==> config.mk <==
export PLATFORM = sky130hd
export DESIGN_NAME = exec_sequencer
export DESIGN_NICKNAME = d
export VERILOG_FILES = /design/src/rtl/exec_sequencer.sv
export SDC_FILE = /design/constraint.sdc
export NUM_CORES = 1
export LEC_CHECK = 0
export ABC_AREA = 1
export BUFFER_PORTS_ARGS = -buffer_cell sky130_fd_sc_hd__buf_2
export CAP_MARGIN = 30
export CELL_PAD_IN_SITES_DETAIL_PLACEMENT = 0
export CELL_PAD_IN_SITES_GLOBAL_PLACEMENT = 1
export CORE_UTILIZATION = 41
export CTS_BUF_LIST = sky130_fd_sc_hd__clkbuf_4 sky130_fd_sc_hd__clkbuf_8
export CTS_CLUSTER_DIAMETER = 100
export DETAILED_ROUTE_END_ITERATION = 10
export PLACE_DENSITY = 0.84
export SLEW_MARGIN = 20
export SYNTH_ARGS = -nofsm -noshare
export SYNTH_HDL_FRONTEND = slang
export SYNTH_SLANG_ARGS = --single-unit
==> constraint.sdc <==
create_clock -name clk -period 4.5 [get_ports clk]
set_clock_uncertainty 0.15 [all_clocks]
set_input_delay 0.9 -clock clk [delete_from_list [all_inputs] [get_ports clk]]
set_output_delay 0.9 -clock clk [all_outputs]
set_load 0.05 [all_outputs]
==> src/rtl/exec_sequencer.sv <==
// exec_sequencer: multi-cycle instruction sequencer. Each instruction is
// fetched, has its operands read, is executed and written back through a chain
// of request/acknowledge handshakes. After that the next pc is resolved as
// sequential, branch, jump or halt.
//
// Handshake contract, shared by the fetch, rd, alu and wb channels:
//   * A channel's *_req is registered. It rises in the first cycle of its wait
//     state and stays high for every cycle of that state.
//   * The sequencer takes a transfer on the rising edge where *_req and the
//     matching *_ack are both high. The req is low in the cycle after that,
//     unless the next state uses the same channel (WB0 -> WB1 keeps wb_req high
//     and flips wb_sel).
//   * An ack is ignored while its channel's req is low.
//   * While the sequencer waits, a counter tracks the cycles that have no ack.
//     If that counter would reach TIMEOUT, the sequencer stops in ERROR. An ack
//     on that same edge still wins over the timeout.
module exec_sequencer #(
  parameter int PC_W     = 8,
  parameter int WB_PORTS = 2,
  parameter int TIMEOUT  = 15
) (
  input  logic            clk,
  input  logic            reset,
  input  logic            start,
  input  logic [PC_W-1:0] start_pc,
  output logic            fetch_req,
  output logic [PC_W-1:0] fetch_pc,
  input  logic            fetch_ack,
  input  logic [31:0]     fetch_ins,
  output logic            rd_req,
  input  logic            rd_ack,
  output logic            alu_req,
  output logic [2:0]      alu_op,
  input  logic            alu_ack,
  output logic            wb_req,
  output logic            wb_sel,
  input  logic            wb_ack,
  output logic [PC_W-1:0] pc,
  output logic            busy,
  output logic            halted,
  output logic            error,
  output logic [15:0]     retired,
  output logic [3:0]      dbgState,
  output logic [31:0]     dbgIns
);

  typedef enum logic [3:0] {
    S_IDLE  = 4'd0,
    S_FETCH = 4'd1,
    S_READ  = 4'd2,
    S_EXEC  = 4'd3,
    S_WB0   = 4'd4,
    S_WB1   = 4'd5,
    S_NEXT  = 4'd6,
    S_HALT  = 4'd7,
    S_ERROR = 4'd8
  } state_t;

  state_t          state;
  state_t          stateNext;
  logic [31:0]     insReg;
  logic [7:0]      waitCnt;
  logic            ack;
  logic            waiting;
  logic            timeoutHit;
  logic            startOk;
  logic [PC_W-1:0] pcInc;
  logic [PC_W-1:0] pcNext;

  // Decoded fields of the captured instruction.
  logic [1:0] nxt;
  logic       brEn;
  logic [2:0] brOff;
  logic       jEn;
  logic [5:0] jTgt;

  assign nxt      = insReg[12:11];
  assign brEn     = insReg[10];
  assign brOff    = insReg[9:7];
  assign jEn      = insReg[6];
  assign jTgt     = insReg[5:0];
  assign alu_op   = insReg[31:29];
  assign fetch_pc = pc;
  assign dbgState = state;
  assign dbgIns   = insReg;

  // State register.
  always_ff @(posedge clk or posedge reset) begin
    if (reset) state <= S_IDLE;
    else       state <= stateNext;
  end

  // Next-state logic: select the ack of the current wait state and resolve the next pc.
  always_comb begin
    ack        = 1'b0;
    waiting    = 1'b0;
    stateNext  = state;
    timeoutHit = (waitCnt == 8'(TIMEOUT - 1));
    startOk    = start && (state == S_IDLE || state == S_HALT || state == S_ERROR);
    pcInc      = pc + PC_W'(1);
    pcNext     = pcInc;

    // Operands are zero-extended (or truncated) to PC_W and wrap naturally.
    case (nxt)
      2'b01:   pcNext = brEn ? pc + PC_W'(brOff) : pcInc;
      2'b10:   pcNext = jEn ? PC_W'(jTgt) : pcInc;
      2'b11:   pcNext = pc;
      default: pcNext = pcInc;
    endcase

    case (state)
      S_FETCH: begin waiting = 1'b1; ack = fetch_ack; end
      S_READ:  begin waiting = 1'b1; ack = rd_ack;    end
      S_EXEC:  begin waiting = 1'b1; ack = alu_ack;   end
      S_WB0,
      S_WB1:   begin waiting = 1'b1; ack = wb_ack;    end
      default: begin waiting = 1'b0; ack = 1'b0;      end
    endcase

    case (state)
      S_IDLE, S_HALT, S_ERROR: if (startOk) stateNext = S_FETCH;
      S_FETCH: stateNext = ack ? S_READ : (timeoutHit ? S_ERROR : S_FETCH);
      S_READ:  stateNext = ack ? S_EXEC : (timeoutHit ? S_ERROR : S_READ);
      S_EXEC:  stateNext = ack ? S_WB0  : (timeoutHit ? S_ERROR : S_EXEC);
      S_WB0: begin
        if (ack)             stateNext = (WB_PORTS == 2) ? S_WB1 : S_NEXT;
        else if (timeoutHit) stateNext = S_ERROR;
      end
      S_WB1:   stateNext = ack ? S_NEXT : (timeoutHit ? S_ERROR : S_WB1);
      S_NEXT:  stateNext = (nxt == 2'b11) ? S_HALT : S_FETCH;
      default: stateNext = S_IDLE;
    endcase
  end

  // Datapath: instruction capture, wait counter, pc and retired count.
  always_ff @(posedge clk or posedge reset) begin
    if (reset) begin
      insReg  <= '0;
      waitCnt <= '0;
      pc      <= '0;
      retired <= '0;
      error   <= 1'b0;
    end else begin
      if (state == S_FETCH && fetch_ack) insReg <= fetch_ins;

      // Any state change restarts the count, so each wait state starts at zero.
      if (stateNext != state)  waitCnt <= '0;
      else if (waiting && !ack) waitCnt <= waitCnt + 8'd1;

      if (startOk) begin
        pc      <= start_pc;
        retired <= '0;
      end else if (state == S_NEXT) begin
        pc <= pcNext;
        if (retired != 16'hFFFF) retired <= retired + 16'd1;
      end

      if (startOk)                  error <= 1'b0;
      else if (stateNext == S_ERROR) error <= 1'b1;
    end
  end

  // Registered handshake and status outputs, decoded from the state being entered.
  always_ff @(posedge clk or posedge reset) begin
    if (reset) begin
      fetch_req <= 1'b0;
      rd_req    <= 1'b0;
      alu_req   <= 1'b0;
      wb_req    <= 1'b0;
      wb_sel    <= 1'b0;
      busy      <= 1'b0;
      halted    <= 1'b0;
    end else begin
      fetch_req <= (stateNext == S_FETCH);
      rd_req    <= (stateNext == S_READ);
      alu_req   <= (stateNext == S_EXEC);
      wb_req    <= (stateNext == S_WB0) || (stateNext == S_WB1);
      wb_sel    <= (stateNext == S_WB1);
      busy      <= (stateNext == S_FETCH) || (stateNext == S_READ) ||
                   (stateNext == S_EXEC)  || (stateNext == S_WB0)  ||
                   (stateNext == S_WB1)   || (stateNext == S_NEXT);
      halted    <= (stateNext == S_HALT);
    end
  end

endmodule

# Yosys cells after proc, flatten, opt, wreduce, memory -nomap -nowiden
# Cells that the tools add are included.
# classes
addsub	4
eq_ne	23
mux	27
n_reduce_logical	22
# ops
cell	n
$mux 16	3
$mux 8	6
$mux 4	11
$eq 4x3->1 const B	8
$pmux 4 s7	1
$pmux 8 s3	1
$add 16x1->16 const B	1
$add 8x1->8 const B	2
$eq 4x2->1 const B	4
$ne 16x16->1 const B	1
$add 8x3->8	1
$eq 4x1->1 const B	2
$eq 4x4->1 const B	2
$eq 8x4->1 const B	1
$logic_or 1x1->1	8
$reduce_bool 2->1	4
$reduce_or 5->1	1
$eq 2x2->1 const B	2
$logic_not 4->1	1
$ne 4x4->1	1
$pmux 1 s4	1
$reduce_and 2->1	2
$logic_and 1x1->1	3
$mux 1	3
other kinds (6)	6
# totals
ff_bits	76
in_bits	47
out_inout_bits	79
elab_cells	89

# Longest topological paths before layout
# Gate-level depths: netlist (run 1).
# logic_depth
ltp_word	12
depth_mapped	14
mapped_depth_nobuf	14

# Worst setup path after synthesis (run 1)
# OpenSTA, ideal clock, no wires.
# synth_path
path_type	register -> register
start	register state[2] (netlist: dbgState[2])
end	register retired[5]
setup_time_ns	0.125
arrival_time_ns	1.861
required_ns	4.225
path_slack_ns	2.364
path_stages_with_launch	11
path_buffers	0
synth_period_minus_slack_ns	2.136
path_cell_list	dfrtp_1 > inv_1 > nor2_2 > nand2_1 > nand2_2 > nand2_4 > inv_4 > a21oi_2 > or2_2 > o21ai_1 > a21oi_1
# synth_via
elab_chain_len	6
word_cells_on_any_way	11
classes_between	3 x eq/ne; 1 x mux; 7 x reduce/logical
# synth_lines
element	line_no	source
start, declared	59	state_t state;
start signal, assigned	90	else state <= stateNext;
$eq 4x3->1 / $logic_not 4->1 (equally long branches)	99	startOk = start && (state == S_IDLE || state == S_HALT || state == S_ERROR);
$logic_or 1x1->1 (2 in series)	99	
$logic_and 1x1->1	99	
$reduce_bool 2->1 (no line)	n/a	
$reduce_and 2->1 (no line)	n/a	
end signal, assigned	155	if (retired != 16'hFFFF) retired <= retired + 16'd1;
end, declared	42	output logic [15:0] retired,
# Several ways; a longest one is shown, not always the timed one.
# A chain may end at the register's enable or synchronous reset.

# Worst setup path in the final report (run 1)
# layout_path
start	register state[1] (netlist: dbgState[1])
end	register waitCnt[5]
# layout_via
elab_chain_len	8
word_cells_on_any_way	30
classes_between	9 x eq/ne; 11 x mux; 10 x reduce/logical
# layout_lines
element	line_no	source
parallel branches: the longest is 5 deep, another holds $eq 4x3->1	n/a	
$pmux 4 s7 *	120	case (state)
named net stateNext[3]	60	state_t stateNext;
$ne 4x4->1 *	147	if (stateNext != state) waitCnt <= '0;
$mux 8 / $reduce_bool 2->1 (equally long branches)	n/a	
end signal, assigned	148	else if (waiting && !ack) waitCnt <= waitCnt + 8'd1;
end, declared	62	logic [7:0] waitCnt;
# Mark *: on every way through the listed nets, which the timed path passes.

==> impl_metrics.env, run 1 <==
export IMPL_outcome="completed"
export IMPL_fp_dieW_um=104
export IMPL_vdd_drop_max_mv=0.430
export IMPL_mostFrequentLayoutCells="nand2_1, buf_2, dfrtp_1"
export IMPL_grt_overflow=0
export IMPL_maxCapViolCount=0
export IMPL_period_minus_slack_ns=2.37
export IMPL_antenna_cells=0
export IMPL_ys_flop_type="dfrtp_1"
export IMPL_synthDistinctLibCells=36
export IMPL_synthesis_area_sq_um=4250
export IMPL_drt_iter0_drc=161
export IMPL_clockRootBuffer="clkbuf_8"
export IMPL_die_h_um=104
export IMPL_p_sw_mw=2.16
export IMPL_grt_usage=0.201
export IMPL_synth_edf_count=0
export IMPL_swShare=0.541
export IMPL_cts_resized=0
export IMPL_antenna_left=0
export IMPL_power_frac_seq=0.278
export IMPL_final_area_sq_um=5190
export IMPL_place_congestion=0.852
export IMPL_cts_tree="built"
export IMPL_place_area_sq_um=4950
export IMPL_dpl_hpwl_um=7760
export IMPL_ys_warn_count=0
export IMPL_start_kind="flop"
export IMPL_clock_sink_count=76
export IMPL_end_kind="flop"
export IMPL_final_common_cell="nand2_1"
export IMPL_ys_seq_area_frac=0.447
export IMPL_p_int_mw=1.84
export IMPL_hold_depth=2
export IMPL_avgRoutedWirePerCell_um=12.8
export IMPL_hold_path_class="flop to flop"
export IMPL_syn_nets=608
export IMPL_post_cts_setup_buffers=0
export IMPL_ys_seq_elements=76
export IMPL_crit_path_cell_trace="nor2_2, nand3_4, nand2_2, nor2_4, nand3_1, nand3_2, nand2_1, nand2_1, nor2_1, nand2_4, nor2_2"
export IMPL_crit_slowest_cell="dfrtp_1"
export IMPL_drive_above_1_share=0.274
export IMPL_vias=3863
export IMPL_synth_area_leader_cell="dfrtp_1"
export IMPL_cts_max_level=3
export IMPL_design_core_area_sq_um=9910
export IMPL_routed_wl_um=10300
export IMPL_row_count=36
export IMPL_r2r_cells=11
export IMPL_holdBufCountCts=0
export IMPL_grt_max_degree=34
export IMPL_grt_pass1_wl_um=17500
export IMPL_path_max_fanout=28
export IMPL_grt_pass1_vias=3748
export IMPL_async_flop_share=1.00
export IMPL_numCtsBuffers=9
export IMPL_synth_area_per_cell_sq_um=7.73
export IMPL_fin_tns_setup_ns=0
export IMPL_worst_pin_slew_ns=0.742
export IMPL_port_buffers=125
export IMPL_synth_top_area_frac=0.447
export IMPL_relSlewSlack=0.505
export IMPL_fin_crit_sh=0.526
export IMPL_clkSlewWorstSetupHoldPaths_ns=0.08
export IMPL_finalSetupViolations=0
export IMPL_netlist_instances=550
export IMPL_antenna_found_initial=1
export IMPL_nFillCells=1010
export IMPL_dieArea_sq_um=10800
export IMPL_grt_setup_unrepaired="false"
export IMPL_power_frac_comb=0.563
export IMPL_power_leakage_nw=2.78
export IMPL_critical_path_max_stage_delay_ns=0.49
export IMPL_firstDrtPassIters=4
export IMPL_area_growth_pct=22.1
export IMPL_finalHoldViolCount=0
export IMPL_fmax_ghz=0.422
export IMPL_arrival_ns=2.50
export IMPL_nets=725
export IMPL_io_pins=126
export IMPL_floorplan_initialDensity=0.429
export IMPL_power_density_nw_per_um2=771
export IMPL_slew_viol_final=0
export IMPL_viasPerCell=4.80
export IMPL_synth_area_top_cells="dfrtp_1, nand2_1, inv_1"
export IMPL_insertion_delay_ns=0.35
export IMPL_cp_data_required_time_ns=4.63
export IMPL_clkPwrFrac=0.159
export IMPL_critPathKind="flop to flop"
export IMPL_post_route_drc_count=0
export IMPL_cts_buffer_depth=2
path summary, 6_finish.rpt:
kind	start	to	slack (ns)
max	dbgState[1]$_DFF_PP0_	waitCnt[5]$_DFFE_PP0P_	2.13
min	dbgIns[15]$_DFFE_PP0P_	dbgIns[15]$_DFFE_PP0P_	0.33
max reg2reg	dbgState[1]$_DFF_PP0_	waitCnt[5]$_DFFE_PP0P_	2.13
min reg2reg	dbgIns[15]$_DFFE_PP0P_	dbgIns[15]$_DFFE_PP0P_	0.33
max in group asynchronous	reset	dbgIns[27]$_DFFE_PP0P_	2.86
min in group asynchronous	reset	dbgIns[26]$_DFFE_PP0P_	0.52
flip-flops by register name, indices dropped and copies added, names as in the netlist:
register	flops
waitCnt	8
dbgState	4
wb_sel	1
retired	16
rd_req	1
error	1
alu_req	1
dbgIns	32
fetch_req	1
halted	1
wb_req	1
busy	1
fetch_pc	8
synth_stat cells (9+ instances only):
cell / n
inv_1: 58
xor2_1: 15
nand2_1: 171
a21oi_1: 15
nor3_1: 13
ha_1: 10
o21ai_0: 33
nand3_1: 31
nor2_2: 11
clkbuf_1: 9
nor2_1: 39
buf_4: 11
dfrtp_1: 76
final cells by class:
cell class | instances | area (sq um) | area share
Sequential cell | 76 | 1900 | 0.366
Multi-Input combinational cell | 385 | 1970 | 0.380
Inverter | 67 | 254 | 0.0489
Clock buffer | 11 | 145 | 0.0280
Clock inverter | 4 | 97.6 | 0.0188
Timing Repair Buffer | 128 | 656 | 0.126
Tap cell | 133 | 166 | 0.0320
kinds of logic (layout without fill, tap and decap cells):
| logic type | after synthesis | in the layout | share of synthesized area |
|---|---|---|---|
| and+or+nand+nor | 292 | 292 | 0.307 |
| buffers and inverters | 89 | 210 | 0.0891 |
| DFF | 76 | 76 | 0.447 |
| AOI/OAI and AO/OA | 65 | 65 | 0.0880 |
| xor gates and xnor gates | 17 | 17 | 0.0350 |
| adders and majority gates | 11 | 11 | 0.0341 |
critical path: cells and delay by family (launching register included):
family | cells | cell delay [ns]
DFF | 1 | 0.49
and+or+nand+nor | 11 | 1.66
power groups by stage:
stage	logic [mW]	registers [mW]	clock network [mW]
after floorplan	1.11	1.80	0
after global placement	2.25	1.12	0
after detailed placement	2.27	1.12	0
after CTS	2.27	1.11	0.652
after global routing	2.46	1.14	0.675
final	2.25	1.11	0.637
metal layers:
metal / vias up / share of wire / routed length [um] / global-route usage
met5: - / 0.00078 / 8 / 0
met2: 114 / 0.46 / 4730 / 0.325
met3: 19 / 0.061 / 628 / 0.0434
met4: 2 / 0.023 / 232 / 0.0755
met1: 1765 / 0.45 / 4660 / 0.262
li1: 1963 / - / - / -
metrics by stage:
stage / util / std cells / power, mW / worst slack (ns) / hold WS, ns
final: 0.524 / 804 / 4.00 / 2.13 / 0.334
after global routing: 0.524 / 804 / 4.28 / 1.90 / 0.355
after CTS: 0.524 / 804 / 4.04 / 2.12 / 0.339
after detailed placement: 0.499 / 789 / 3.39 / 1.87 / 0.311
after global placement: 0.498 / 788 / 3.36 / 1.81 / 0.314
after floorplan: - / 550 / 2.92 / 1.51 / 0.381
No activity file was read; power rests on OpenSTA's default activity.
==> run 2: changes to the inputs <==
--- a/config.mk
+++ b/config.mk
@@ -10,11 +10,11 @@
 export CAP_MARGIN = 30
 export CELL_PAD_IN_SITES_DETAIL_PLACEMENT = 0
 export CELL_PAD_IN_SITES_GLOBAL_PLACEMENT = 1
-export CORE_UTILIZATION = 41
+export CORE_UTILIZATION = 38
 export CTS_BUF_LIST = sky130_fd_sc_hd__clkbuf_4 sky130_fd_sc_hd__clkbuf_8
 export CTS_CLUSTER_DIAMETER = 100
 export DETAILED_ROUTE_END_ITERATION = 10
-export PLACE_DENSITY = 0.84
+export PLACE_DENSITY = 0.79
 export SLEW_MARGIN = 20
 export SYNTH_ARGS = -nofsm -noshare
 export SYNTH_HDL_FRONTEND = slang
==> constraint.sdc (replaced) <==
create_clock -name clk -period 2.5 [get_ports clk]
set_clock_uncertainty 0.15 [all_clocks]
set_input_delay 0.5 -clock clk [delete_from_list [all_inputs] [get_ports clk]]
set_output_delay 0.5 -clock clk [all_outputs]
set_load 0.05 [all_outputs]
==> run 2 against run 1 <==
Net effect: setup slack got worse by 1.9 ns; utilization fell by 4.4 points; die area up 7.7%; largest cell class unchanged; worst hold slack got worse by 0.15 ns; register-to-register slack worse by 1.9 ns; critical path type unchanged; count of clock-buffer cells in the layout unchanged; first-iteration DRC count up 34%; sequential power grew 79%; via count shrank 0.34%; largest power group unchanged.
==> impl_metrics.env, run 2 (synthesized netlist as in run 1, its figures left out) <==
export IMPL_io_pins=126
export IMPL_worst_pin_slew_ns=0.423
export IMPL_grt_max_degree=33
export IMPL_period_minus_slack_ns=2.22
export IMPL_power_density_nw_per_um2=1370
export IMPL_antenna_cells=0
export IMPL_finalHoldViolCount=0
export IMPL_place_congestion=0.949
export IMPL_dieArea_sq_um=11600
export IMPL_fp_dieW_um=108
export IMPL_r2r_cells=10
export IMPL_final_area_sq_um=5230
export IMPL_arrival_ns=2.34
export IMPL_port_buffers=125
export IMPL_numCtsBuffers=9
export IMPL_cts_buffer_depth=2
export IMPL_viasPerCell=4.72
export IMPL_path_max_fanout=4
export IMPL_dpl_hpwl_um=8060
export IMPL_cts_max_level=3
export IMPL_cts_resized=0
export IMPL_place_area_sq_um=5000
export IMPL_outcome="completed"
export IMPL_grt_overflow=0
export IMPL_cp_top_family="simple AND/OR/NAND/NOR gates"
export IMPL_hold_depth=3
export IMPL_cts_tree="built"
export IMPL_drive_above_1_share=0.278
export IMPL_clock_sink_count=76
export IMPL_crit_path_cell_trace="inv_1, ha_1, nand3_1, o21ai_0, nand2_1, a21oi_1, nand3_1, nor2_1, inv_1, nor3_1"
export IMPL_antenna_found_initial=0
export IMPL_finalPower_mw=7.17
export IMPL_drt_iter0_drc=216
export IMPL_power_leakage_nw=2.80
export IMPL_crit_slowest_cell="dfrtp_1"
export IMPL_hold_path_class="input port to flop"
export IMPL_final_common_cell="nand2_1"
export IMPL_fin_tns_setup_ns=0
export IMPL_post_route_drc_count=0
export IMPL_die_h_um=108
export IMPL_critical_path_max_stage_delay_ns=0.42
export IMPL_grt_pass1_vias=3762
export IMPL_mostFrequentLayoutCells="nand2_1, buf_2, dfrtp_1"
export IMPL_insertion_delay_ns=0.35
export IMPL_end_kind="flop"
export IMPL_path_buf_inv=2
export IMPL_largest_register_ffs=32
export IMPL_row_count=38
export IMPL_r2r_end="rd_req$_DFF_PP0_"
export IMPL_cp_data_required_time_ns=2.62
export IMPL_slew_viol_final=0
export IMPL_clockRootBuffer="clkbuf_8"
export IMPL_holdPathEnd="dbgIns[19]$_DFFE_PP0P_"
export IMPL_nets=730
export IMPL_firstDrtPassIters=7
export IMPL_critPathKind="flop to flop"
export IMPL_grt_usage=0.198
export IMPL_vdd_drop_max_mv=0.712
export IMPL_post_cts_setup_buffers=0
export IMPL_fmax_ghz=0.451
export IMPL_holdBufCountCts=1
export IMPL_avgRoutedWirePerCell_um=13.3
export IMPL_finalSetupViolations=0
export IMPL_fin_crit_sh=0.888
export IMPL_r2r_start="waitCnt[0]$_DFFE_PP0P_"
export IMPL_regToRegSetupSlack_ns=0.28
export IMPL_grt_pass1_wl_um=17800
export IMPL_floorplan_initialDensity=0.391
export IMPL_relSlewSlack=0.717
export IMPL_start_kind="flop"
export IMPL_hold_start="fetch_ins[19]"
export IMPL_antenna_left=0
export IMPL_grt_setup_unrepaired="false"
export IMPL_maxCapViolCount=0
export IMPL_routed_wl_um=10800
export IMPL_design_core_area_sq_um=10900
export IMPL_vias=3850
export IMPL_area_growth_pct=22.9
export IMPL_clkSlewWorstSetupHoldPaths_ns=0.08
==> run 2: worst reg2reg max path, stage by stage (launching register included) <==
cell and delay [ns]:
dfrtp_1 0.42, inv_1 0.08, ha_1 0.15, nand3_1 0.09, o21ai_0 0.25, nand2_1 0.08, a21oi_1 0.22, nand3_1 0.23
nor2_1 0.22, inv_1 0.10, nor3_1 0.14
==> run 2: layout make-up <==
| cell class | instances | area [sq um] |
|---|---|---|
| flip-flops and latches | 76 | 1900 |
| clock inverters | 4 | 73.8 |
| clock buffers | 11 | 145 |
| multi-input cells | 385 | 1970 |
| inverters | 67 | 258 |
| fillers | 1088 | 5660 |
| repair buffers | 133 | 701 |
| well taps | 140 | 175 |
==> run 2: where the power goes <==
group | switching (mW) | internal, mW | total (mW)
sequential | 0.365 | 1.62 | 1.99
combinational | 3.10 | 1.01 | 4.11
clock | 0.479 | 0.596 | 1.07
==> run 2: stage by stage <==
stage	setup slack, ns	hold slack, ns	cells	utilization
final	0.281	0.186	816	0.480
after global routing	0.103	0.190	816	0.480
after CTS	0.306	0.171	816	0.480
after detailed placement	0.319	0.312	800	0.459
after global placement	0.313	0.308	800	0.459
after floorplan	0.364	0.381	550	-
==> run 2: metal layers <==
metal | up-vias | part of all wire | GRT usage
met2 | 108 | 0.47 | 0.329
li1 | 1973 | - | -
met1 | 1753 | 0.46 | 0.247
met3 | 16 | 0.050 | 0.0400
met5 | - | 0 | 0
met4 | 0 | 0.022 | 0.0890
==> run 2: how the worst max path moves through the flow <==
stage / depth (start not counted) / to / start
CTS: 10 / rd_req$_DFF_PP0_ / waitCnt[0]$_DFFE_PP0P_
global placement: 10 / rd_req$_DFF_PP0_ / waitCnt[0]$_DFFE_PP0P_
finish: 10 / rd_req$_DFF_PP0_ / waitCnt[0]$_DFFE_PP0P_
global route: 10 / rd_req$_DFF_PP0_ / waitCnt[0]$_DFFE_PP0P_
detailed placement: 10 / rd_req$_DFF_PP0_ / waitCnt[0]$_DFFE_PP0P_
floorplan: 10 / retired[5]$_DFFE_PP0P_ / dbgState[2]$_DFF_PP0_
